**config.mk**
```make
export PLATFORM = sky130hd
export DESIGN_NAME = counter_ctrl_flat
export DESIGN_NICKNAME = d
export VERILOG_FILES = /design/src/rtl/counter_ctrl_pkg.sv /design/src/rtl/counter_ctrl_if.sv /design/src/rtl/ctrl_counter.sv /design/src/rtl/counter_ctrl.sv /design/src/flat_wrapper.sv
export SDC_FILE = /design/constraint.sdc
export NUM_CORES = 1
export LEC_CHECK = 0
export CORE_MARGIN = 10
export CORE_UTILIZATION = 65
export CTS_CLUSTER_SIZE = 14
export DETAILED_ROUTE_END_ITERATION = 16
export DONT_BUFFER_PORTS = 1
export PLACE_DENSITY = 0.81
export SETUP_SLACK_MARGIN = 0.15
export SYNTH_ARGS = -nofsm -noshare
export SYNTH_HDL_FRONTEND = slang
export SYNTH_HIERARCHICAL = 1
export SYNTH_SLANG_ARGS = --single-unit
```
**constraint.sdc**
```tcl
create_clock -name ck -period 6.3 [get_ports ck]
set_clock_uncertainty 0.2 [all_clocks]
set_input_delay 1.26 -clock ck [delete_from_list [all_inputs] [get_ports ck]]
set_output_delay 1.26 -clock ck [all_outputs]
set_load 0.05 [all_outputs]
```
**src/rtl/counter_ctrl_pkg.sv**
```systemverilog
// counter_ctrl_pkg: state encodings and default sizes shared by the counter sequencer
package counter_ctrl_pkg;
  typedef enum logic [1:0] {IDLE = 2'd0, RUN = 2'd1, HOLD = 2'd2} state_t;
  localparam int WIDTH_D = 4;
  localparam int PW_D = 8;
endpackage

```
**src/rtl/counter_ctrl_if.sv**
```systemverilog
// counter_ctrl_if: control/status bundle between test logic and the counter sequencer
interface counter_ctrl_if import counter_ctrl_pkg::*; #(parameter int WIDTH = WIDTH_D, parameter int PW = PW_D);
  logic start, stop, pause, mode;
  logic [WIDTH-1:0] tc, q;
  logic busy, done;
  logic [PW-1:0] periods;
  modport master(output start, stop, pause, mode, tc, input q, busy, done, periods);
  modport slave(input start, stop, pause, mode, tc, output q, busy, done, periods);
endinterface

```
**src/rtl/ctrl_counter.sv**
```systemverilog
// ctrl_counter: clearable, enabled up-counter with terminal compare
module ctrl_counter import counter_ctrl_pkg::*; #(parameter int WIDTH = WIDTH_D) (
  input  logic             ck,
  input  logic             res,
  input  logic             clr,
  input  logic             en,
  input  logic [WIDTH-1:0] tc_r,
  output logic [WIDTH-1:0] q,
  output logic             term
);
  always_ff @(posedge ck or negedge res)
    if (!res) q <= '0;
    else if (clr) q <= '0;
    else if (en) q <= q + 1'b1;
  assign term = q == tc_r;
endmodule

```
**src/rtl/counter_ctrl.sv**
```systemverilog
// counter_ctrl: run/stop sequencer with one-shot/auto-reload, pause, abort and period tally
module counter_ctrl import counter_ctrl_pkg::*; #(parameter int WIDTH = WIDTH_D, parameter int PW = PW_D) (
  input logic           ck,
  input logic           res,
  counter_ctrl_if.slave bus
);
  state_t state, state_n;
  logic [WIDTH-1:0] tc_r, q;
  logic [PW-1:0] periods;
  logic mode_r, clr, en, load, done_n, tally, term, done;
  ctrl_counter #(.WIDTH(WIDTH)) u_cnt (.ck(ck), .res(res), .clr(clr), .en(en), .tc_r(tc_r), .q(q), .term(term));
  always_comb begin
    state_n = state;
    clr = 1'b0;
    en = 1'b0;
    load = 1'b0;
    done_n = 1'b0;
    tally = 1'b0;
    if (bus.stop) begin
      state_n = IDLE;
      clr = 1'b1;
    end else if (bus.start) begin
      state_n = RUN;
      clr = 1'b1;
      load = 1'b1;
    end else begin
      case (state)
        IDLE: state_n = IDLE;
        RUN:
          if (bus.pause) state_n = HOLD;
          else if (term) begin
            done_n = 1'b1;
            tally = 1'b1;
            clr = mode_r;
            state_n = mode_r ? RUN : IDLE;
          end else en = 1'b1;
        HOLD: state_n = bus.pause ? HOLD : RUN;
        default: state_n = IDLE;
      endcase
    end
  end
  always_ff @(posedge ck or negedge res)
    if (!res) begin
      state <= IDLE;
      tc_r <= '0;
      mode_r <= 1'b0;
      done <= 1'b0;
      periods <= '0;
    end else begin
      state <= state_n;
      done <= done_n;
      if (load) begin
        tc_r <= bus.tc;
        mode_r <= bus.mode;
      end
      if (load) periods <= '0;
      else if (tally) periods <= periods + 1'b1;
    end
  assign bus.q = q;
  assign bus.done = done;
  assign bus.periods = periods;
  assign bus.busy = state == RUN || state == HOLD;
endmodule
```
**src/flat_wrapper.sv**
```systemverilog
// flat-port wrapper written by rule: the top's interface ports become plain ports
module counter_ctrl_flat import counter_ctrl_pkg::*;
#(parameter int WIDTH = WIDTH_D, parameter int PW = PW_D)
  (ck, res, bus_start, bus_stop, bus_pause, bus_mode, bus_tc, bus_q, bus_busy, bus_done, bus_periods);
  counter_ctrl_if #(.WIDTH(WIDTH), .PW(PW)) bus_i ();
  input logic ck;
  input logic res;
  input wire logic [$bits(bus_i.start)-1:0] bus_start;
  input wire logic [$bits(bus_i.stop)-1:0] bus_stop;
  input wire logic [$bits(bus_i.pause)-1:0] bus_pause;
  input wire logic [$bits(bus_i.mode)-1:0] bus_mode;
  input wire logic [$bits(bus_i.tc)-1:0] bus_tc;
  output wire logic [$bits(bus_i.q)-1:0] bus_q;
  output wire logic [$bits(bus_i.busy)-1:0] bus_busy;
  output wire logic [$bits(bus_i.done)-1:0] bus_done;
  output wire logic [$bits(bus_i.periods)-1:0] bus_periods;
  assign bus_i.start = bus_start;
  assign bus_i.stop = bus_stop;
  assign bus_i.pause = bus_pause;
  assign bus_i.mode = bus_mode;
  assign bus_i.tc = bus_tc;
  assign bus_q = bus_i.q;
  assign bus_busy = bus_i.busy;
  assign bus_done = bus_i.done;
  assign bus_periods = bus_i.periods;
  counter_ctrl #(.WIDTH(WIDTH), .PW(PW)) u_core (.ck(ck), .res(res), .bus(bus_i));
endmodule
```
==> results.json, run 1 <==
{
  "outcome": "complete, no violations",
  "maxCapViolCount": 0,
  "final_common_cell": "dfrtp_1",
  "fp.dieH_um": 60.5,
  "power.internal_uw": 177,
  "syn_nets": 115,
  "netlist_area_sq_um": 1070,
  "reg2reg_to": "u_core/bus.periods[6]",
  "dr.pass1.iters": 4,
  "finalCritPeriodShare_pct": 47.4,
  "fp.dieW_um": 60.5,
  "clock_path_buffers": 2,
  "synth-async-reset-ratio_pct": 100,
  "holdPathStages": 1,
  "post_cts_buffers": 0,
  "grt_pass1_wl_um": 3590,
  "power.switching_uw": 53.3,
  "grt_max_degree": 21,
  "worstPathArrival_ns": 3.02,
  "vias": 811,
  "path_clk_slew_ns": 0.10,
  "critPathKind": "flop to flop",
  "core_area_sq_um": 1520,
  "swShare_pct": 23.1,
  "powerDensity_nw_per_um2": 208,
  "port_buffers": 0,
  "rsz0062_at_grt": "false",
  "setup_viol": 0,
  "utilization_pct": 72.7,
  "cts_root_buf": "clkbuf_4",
  "grt_overflow": 0,
  "finalWirelength_um": 2240,
  "finalPower_uw": 231,
  "ys.flop_type": "dfrtp_1",
  "rows": 14,
  "hold_violations": 0,
  "cts_hold_buf": 0,
  "first_iter_violations": 22,
  "cp_data_required_time_ns": 6.33,
  "ctsResizeCount": 0,
  "finalWorstSetupSlack_ns": 3.31,
  "final_layout_size_suffix_gt1_share_pct": 10.8,
  "hp-start": "u_core/tc_r[3]",
  "final_cell_mix": "dfrtp_1 (20), nand2_1 (10)",
  "diodes": 0,
  "min_period_ns": 2.99,
  "max_freq_mhz": 335,
  "synth-seq-area-share_pct": 46.9,
  "cts_sinks": 20,
  "irDropWorstVdd_uv": 212,
  "ant_nets": 0,
  "power_frac_comb_pct": 8.1,
  "cp-start-kind": "flop",
  "hold-path-endpoint": "u_core/tc_r[3]",
  "route.detailed.drc": 0,
  "seqPwrFrac_pct": 60.0,
  "cts_tree": "done",
  "slew_headroom_pct": 46.9,
  "vias_per_cell": 6.87,
  "final-max-slew-violation-count": 0,
  "min_path_type": "flop to flop",
  "initial_core_util_pct": 70.0,
  "cp_max_fo": 7,
  "grt_usage_pct": 12.7,
  "fin_nets": 117,
  "pin_count": 24,
  "wl_per_cell_um": 19.0,
  "r2r_cells": 5,
  "worst_slew_pin_slew_ns": 0.790,
  "areaGrowthSynthToFinish_pct": 3.99,
  "timing.rr.start": "u_core/u_cnt/q[0]",
  "cts_made_buffers": 3,
  "pre_cts_ws_ns": 3.38,
  "r2r_slack_ns": 3.31,
  "grt_pass1_vias": 746,
  "yosysUniqueCellTypes": 34,
  "synth_edf_count": 0,
  "cp-end-kind": "flop",
  "clockPowerShare_pct": 31.9,
  "detailed_place_hpwl_um": 1660,
  "syn_inst": 101,
  "dieArea_sq_um": 3660,
  "antenna_found_initial": 0,
  "worstSkewPairLatency_ns": 0.31,
  "timing.setup.tns_ns": 0,
  "gp_congestion": 0.808,
  "p_leak_uw": 0.000507,
  "syn_area_per_cell_sq_um": 10.6,
  "ys_warn_count": 6,
  "h-tree-depth": 1,
  "synth-seq-cells": 20
}
## metrics by stage
step           instances  area [sq um]  hold WS, ns
6_report             118          1110        0.335
5_1_grt              118          1110        0.369
4_1_cts              118          1110        0.340
3_5_place_dp         114          1070        0.314
3_3_place_gp         114          1070        0.313
2_1_floorplan        101          1070        0.299
## worst max-delay path by stage
stage                                  from               endpoint  slack (ns)
after floorplan                    bus_stop      u_core/u_cnt/q[3]        3.74
after global placement    u_core/u_cnt/q[0]  u_core/bus.periods[6]        3.43
after detailed placement  u_core/u_cnt/q[0]  u_core/bus.periods[6]        3.38
after CTS                 u_core/u_cnt/q[0]  u_core/bus.periods[6]        3.36
after global routing      u_core/u_cnt/q[0]  u_core/bus.periods[6]        3.09
final                     u_core/u_cnt/q[0]  u_core/bus.periods[6]        3.31
## worst max-delay path, cell delays in order, from the launching register on
cell,delay [ns]
dfrtp_1,0.76
xor2_1,0.14
nor4_1,0.71
nand3b_1,0.39
or4_1,0.59
o211ai_1,0.11
## state kept, by name, indices dropped and copies added (netlist names)
name / count
u_core/u_cnt/q: 4
u_core/state: 2
u_core/mode_r: 1
u_core/bus.periods: 8
u_core/tc_r: 4
u_core/bus.done: 1
## per-layer routing
| metal | vias up | track usage [%] | part of all wire [%] |
|---|---|---|---|
| li1 | 379 | - | - |
| met5 | - | 0 | 0 |
| met2 | 30 | 19.7 | 46 |
| met4 | 0 | 6.58 | 2.1 |
| met1 | 397 | 14.5 | 41 |
| met3 | 5 | 5.64 | 11 |
## power by group through the flow
stage,Clock [uW],Sequential [uW],Combinational [uW]
floorplan,0,140,16.4
global placement,0,141,18.0
detailed placement,0,141,18.6
CTS,76.0,138,18.7
global route,79.0,139,21.0
finish,73.7,138,18.7
## area by class of cell
type                            count  area [sq um]
Clock buffer                        4          36.3
Fill cell                         124           415
Inverter                            3          11.3
Multi-Input combinational cell     75           541
Sequential cell                    20           500
Tap cell                           16          20.0
## cell usage after synthesis (2+ instances only)
| cell | count | area [sq um] |
|---|---|---|
| ha_1 | 4 | 50.1 |
| mux2i_1 | 4 | 40.0 |
| xor2_1 | 4 | 35.0 |
| or4_1 | 3 | 22.5 |
| nand4_1 | 4 | 25.0 |
| dfrtp_1 | 20 | 500 |
| mux2_2 | 5 | 56.3 |
| nand4b_1 | 2 | 17.5 |
| o211ai_1 | 5 | 37.5 |
| nor2b_1 | 2 | 12.5 |
| nand3_1 | 4 | 20.0 |
| nand3b_1 | 3 | 22.5 |
| inv_1 | 3 | 11.3 |
| nand2_1 | 10 | 37.5 |
| nor2_1 | 5 | 18.8 |
| a21oi_1 | 5 | 25.0 |
## logic make-up after synthesis
kind of cell               count (synthesis)  share of synthesized area [%]
buffers and inverters                      6                           2.35
and+or+nand+nor                           42                           22.7
adders and majority gates                  4                           4.70
AOI/OAI and AO/OA                         14                           8.80
xor gates and xnor gates                   5                           4.11
muxes                                     10                           10.4
DFF                                       20                           46.9
(Power assumes the default switching activity.)
==> inputs of run 2 (changes only) <==
- CORE_UTILIZATION: 65 -> 54
- PLACE_DENSITY: 0.81 -> 0.72
- clock period: 6.3 -> 2.5 ns (I/O delays scaled with it)
==> results.json, run 2 (synthesis results as in run 1) <==
{
  "final-max-slew-violation-count": 0,
  "h-tree-depth": 1,
  "dr.pass1.iters": 4,
  "max_freq_mhz": 462,
  "path_clk_slew_ns": 0.11,
  "min_path_type": "primary input to flop",
  "outcome": "complete, no violations",
  "hp-start": "bus_stop",
  "detailed_place_hpwl_um": 1720,
  "port_buffers": 0,
  "cts_made_buffers": 3,
  "clock_path_buffers": 2,
  "largest-register": "u_core/bus.periods",
  "cts_sinks": 20,
  "core_area_sq_um": 1920,
  "worst_slew_pin_slew_ns": 0.884,
  "power_frac_comb_pct": 11.4,
  "worstPathArrival_ns": 2.16,
  "initial_core_util_pct": 55.5,
  "vias": 812,
  "timing.setup.tns_ns": 0,
  "rows": 16,
  "worstSkewPairLatency_ns": 0.29,
  "pin_count": 24,
  "gp_congestion": 0.872,
  "fp.dieW_um": 64.4,
  "holdWs_ns": 0.0494,
  "post_cts_buffers": 0,
  "grt_overflow": 0,
  "power.internal_uw": 424,
  "antenna_found_initial": 0,
  "route.detailed.drc": 0,
  "dieArea_sq_um": 4150,
  "diodes": 0,
  "final_layout_size_suffix_gt1_share_pct": 20.5,
  "grt_max_degree": 21,
  "cts_root_buf": "clkbuf_4",
  "vias_per_cell": 5.84,
  "grt_usage_pct": 11.2,
  "largest_reg_flops": 8,
  "fin_nets": 127,
  "first_iter_violations": 52,
  "swShare_pct": 25.1,
  "min_period_ns": 2.17,
  "maxCapViolCount": 0,
  "reg_top3": "u_core/bus.periods: 8 flops, u_core/tc_r: 4 flops, u_core/u_cnt/q: 4 flops",
  "clockPowerShare_pct": 27.5,
  "setup_viol": 0,
  "areaGrowthSynthToFinish_pct": 13.4,
  "final_cell_mix": "dfrtp_1 (17), nand2_1 (10), buf_4 (9)",
  "powerDensity_nw_per_um2": 469,
  "wl_per_cell_um": 16.3,
  "timing.rr.start": "u_core/u_cnt/q[1]",
  "ant_nets": 0,
  "seqPwrFrac_pct": 61.1,
  "hold_violations": 0,
  "utilization_pct": 62.9,
  "cp_data_required_time_ns": 2.49,
  "finalWirelength_um": 2270,
  "cts_tree": "done",
  "p_leak_uw": 0.000551,
  "grt_pass1_vias": 816,
  "cp_max_fo": 6,
  "cp-end-kind": "flop",
  "fp.dieH_um": 64.4,
  "power.switching_uw": 142,
  "slew_headroom_pct": 40.8,
  "finalCritPeriodShare_pct": 86.6,
  "critPathKind": "flop to flop",
  "worstSetupStartpoint": "u_core/u_cnt/q[1]",
  "cp-start-kind": "flop",
  "irDropWorstVdd_uv": 376,
  "final_common_cell": "dfrtp_1",
  "rsz0062_at_grt": "false",
  "grt_pass1_wl_um": 3890
}
==> run 2: final cells by class <==
cell class | instances | area (sq um)
sequential | 20 | 504
timing repair buffer | 10 | 77.6
multi-input combinational | 75 | 556
clock buffer | 4 | 26.3
fill | 171 | 713
tap | 27 | 33.8
inverter | 3 | 11.3
==> run 2: critical path, cell delays in order, from the launching register on <==
cell and delay [ns]:
dfrtp_2 0.42, xor2_1 0.16, nor4_4 0.37, and3b_1 0.33, nand2_1 0.08, nand2_1 0.16
nor2_1 0.07, mux2_4 0.26
==> run 2: what timing repair did <==
action                     CTS  global route
hold buffers                 1             0
hold endpoints to repair    20             0
resized for setup            0             1
setup endpoints to repair    0             2
==> run 2: power groups by stage <==
stage	Clock [uW]	Sequential (uW)	Combinational (uW)
6_report	156	346	64.4
5_1_grt	179	349	72.4
4_1_cts	164	347	60.9
3_5_place_dp	0	353	52.9
3_3_place_gp	0	353	51.6
2_1_floorplan	0	352	43.5
==> run 2: path summary, 6_finish.rpt <==
path | end | slack (ns) | cells past startpoint
hold reg to reg | u_core/tc_r[2] | 0.34 | 1
setup reg to reg | u_core/u_cnt/q[3] | 0.33 | 7
setup / recovery | u_core/u_cnt/q[3] | 0.33 | 7
hold / removal | u_core/state[0] | 0.05 | 1
max in group asynchronous | u_core/u_cnt/q[0] | 0.94 | 1
min in group asynchronous | u_core/state[1] | 0.56 | 1
==> run 2: metal layers <==
layer	vias up	share of wire (%)	global-route usage, %	routed length [um]
met5	-	0	0	0
met1	389	39	12.7	893
li1	393	-	-	-
met4	0	0	3.21	0
met3	0	9.0	4.98	203
met2	30	52	18.6	1170
==> run 2: stage by stage <==
stage               power (uW)  worst slack (ns)  std cells  instance area, sq um
global route               600             0.188        139                  1210
floorplan                  396             0.197        101                  1080
detailed placement         406             0.279        134                  1160
CTS                        572             0.245        139                  1200
global placement           405             0.350        134                  1160
finish                     567             0.335        139                  1210
==> inputs of run 3 (changes only) <==
- CELL_PAD_IN_SITES_DETAIL_PLACEMENT: unset -> 1
- CELL_PAD_IN_SITES_GLOBAL_PLACEMENT: unset -> 1
- CORE_UTILIZATION: 54 -> 42
- PLACE_DENSITY: 0.72 -> unset
- PLACE_DENSITY_LB_ADDON: unset -> 0.3
==> results.json, run 3 (synthesis results as in run 1) <==
{
  "outcome": "complete, no violations",
  "holdPathStages": 1,
  "cts_made_buffers": 3,
  "final_common_cell": "dfrtp_1",
  "fp.dieW_um": 70.4,
  "dr.pass1.iters": 4,
  "clock_path_buffers": 2,
  "critPathKind": "flop to flop",
  "pre_cts_ws_ns": 0.232,
  "irDropWorstVdd_uv": 332,
  "hold_violations": 0,
  "rows": 18,
  "grt_usage_pct": 10.5,
  "hp-start": "bus_stop",
  "finalCritPeriodShare_pct": 88.9,
  "cts_root_buf": "clkbuf_4",
  "dieArea_sq_um": 4950,
  "final_cell_mix": "dfrtp_1 (17), nand2_1 (10), buf_4 (9)",
  "rsz0062_at_grt": "true",
  "worstPathArrival_ns": 2.23,
  "finalWirelength_um": 2580,
  "finalWorstSetupSlack_ns": 0.277,
  "diodes": 0,
  "cts_sinks": 20,
  "post_cts_buffers": 0,
  "r2r_cells": 5,
  "h-tree-depth": 1,
  "antenna_found_initial": 0,
  "max_freq_mhz": 450,
  "cp_data_required_time_ns": 2.51,
  "slew_headroom_pct": 38.7,
  "fin_nets": 127,
  "pin_count": 24,
  "min_path_type": "primary input to flop",
  "maxCapViolCount": 0,
  "areaGrowthSynthToFinish_pct": 14.2,
  "port_buffers": 0,
  "min_period_ns": 2.22,
  "wl_per_cell_um": 18.2,
  "cts_tree": "done",
  "vias": 826,
  "timing.rr.start": "u_core/u_cnt/q[0]",
  "utilization_pct": 49.6,
  "route.detailed.drc": 0,
  "grt_max_degree": 21,
  "worstSkewPairLatency_ns": 0.29,
  "core_area_sq_um": 2450,
  "powerDensity_nw_per_um2": 469,
  "cp-end-kind": "flop",
  "reg_top3": "u_core/bus.periods: 8 flops, u_core/tc_r: 4 flops, u_core/u_cnt/q: 4 flops",
  "vias_per_cell": 5.82,
  "reg2reg_to": "u_core/bus.periods[6]",
  "timing.setup.tns_ns": 0,
  "detailed_place_hpwl_um": 2100,
  "hold-path-endpoint": "u_core/state[0]",
  "cp_max_fo": 7,
  "grt_overflow": 0,
  "gp_congestion": 0.853,
  "final-max-slew-violation-count": 0,
  "holdWs_ns": 0.0516,
  "ant_nets": 0,
  "largest-register": "u_core/bus.periods",
  "cp-start-kind": "flop",
  "first_iter_violations": 44,
  "grt_pass1_vias": 856,
  "p_leak_uw": 0.000553,
  "path_clk_slew_ns": 0.11,
  "worst_slew_pin_slew_ns": 0.917,
  "final_layout_size_suffix_gt1_share_pct": 21.4,
  "grt_pass1_wl_um": 4350,
  "initial_core_util_pct": 43.4,
  "r2r_slack_ns": 0.28,
  "finalPower_uw": 570,
  "fp.dieH_um": 70.4,
  "setup_viol": 0,
  "largest_reg_flops": 8
}
run 3: changes by cell type in the layout (fill, tap and decap cells not counted):
cell and delta:
nor3b_1 -1, nor3b_2 +1
run 3: worst max path at each step:
stage	start	endpoint	slack [ns]
after global placement	u_core/u_cnt/q[1]	u_core/bus.periods[6]	0.28
after floorplan	u_core/u_cnt/q[0]	u_core/u_cnt/q[3]	0.20
after CTS	u_core/u_cnt/q[0]	u_core/bus.periods[6]	0.20
after global routing	u_core/u_cnt/q[0]	u_core/bus.periods[6]	0.11
final	u_core/u_cnt/q[0]	u_core/bus.periods[6]	0.28
after detailed placement	u_core/state[1]	u_core/u_cnt/q[3]	0.23
run 3: critical path, cell delays in order (launching register included):
cell and delay (ns):
dfrtp_2 0.43, xor2_1 0.19, nor4_4 0.37, nand3b_1 0.27
or4_1 0.56, o211ai_1 0.11
run 3: layer usage:
layer  wire [um]  vias to the layer above  share of wire (%)  global-route usage, %
met1        1080                      411                 42                   12.0
li1            -                      389                  -                      -
met2        1270                       24                 49                   17.7
met5           0                        -                  0                      0
met3         223                        2                8.6                   4.10
met4           9                        0               0.35                   2.41
run 3: area by class of cell:
cell class,count,area [sq um]
clock buffers,4,26.3
fillers,276,1240
inverters,3,11.3
multi-input cells,75,561
flip-flops and latches,20,504
well taps,30,37.5
repair buffers,10,77.6
run 3: where the power goes:
part | total [uW] | internal (uW) | switching (uW) | leakage (uW)
sequential | 347 | 337 | 10.6 | 0.000262
clock | 157 | 62.0 | 94.7 | 0.0000150
combinational | 66.4 | 26.0 | 40.4 | 0.000276
run 3: through the flow:
step,instance area [sq um],cells
6_report,1220,142
5_1_grt,1220,142
4_1_cts,1200,142
3_5_place_dp,1170,137
3_3_place_gp,1170,137
2_1_floorplan,1080,101
run 3: repair_timing:
item                                    4_1_cts  5_1_grt
endpoints found under the setup margin        0        3
gates resized for setup                       0        2
hold endpoints to repair                     20        0
hold buffers                                  1        0
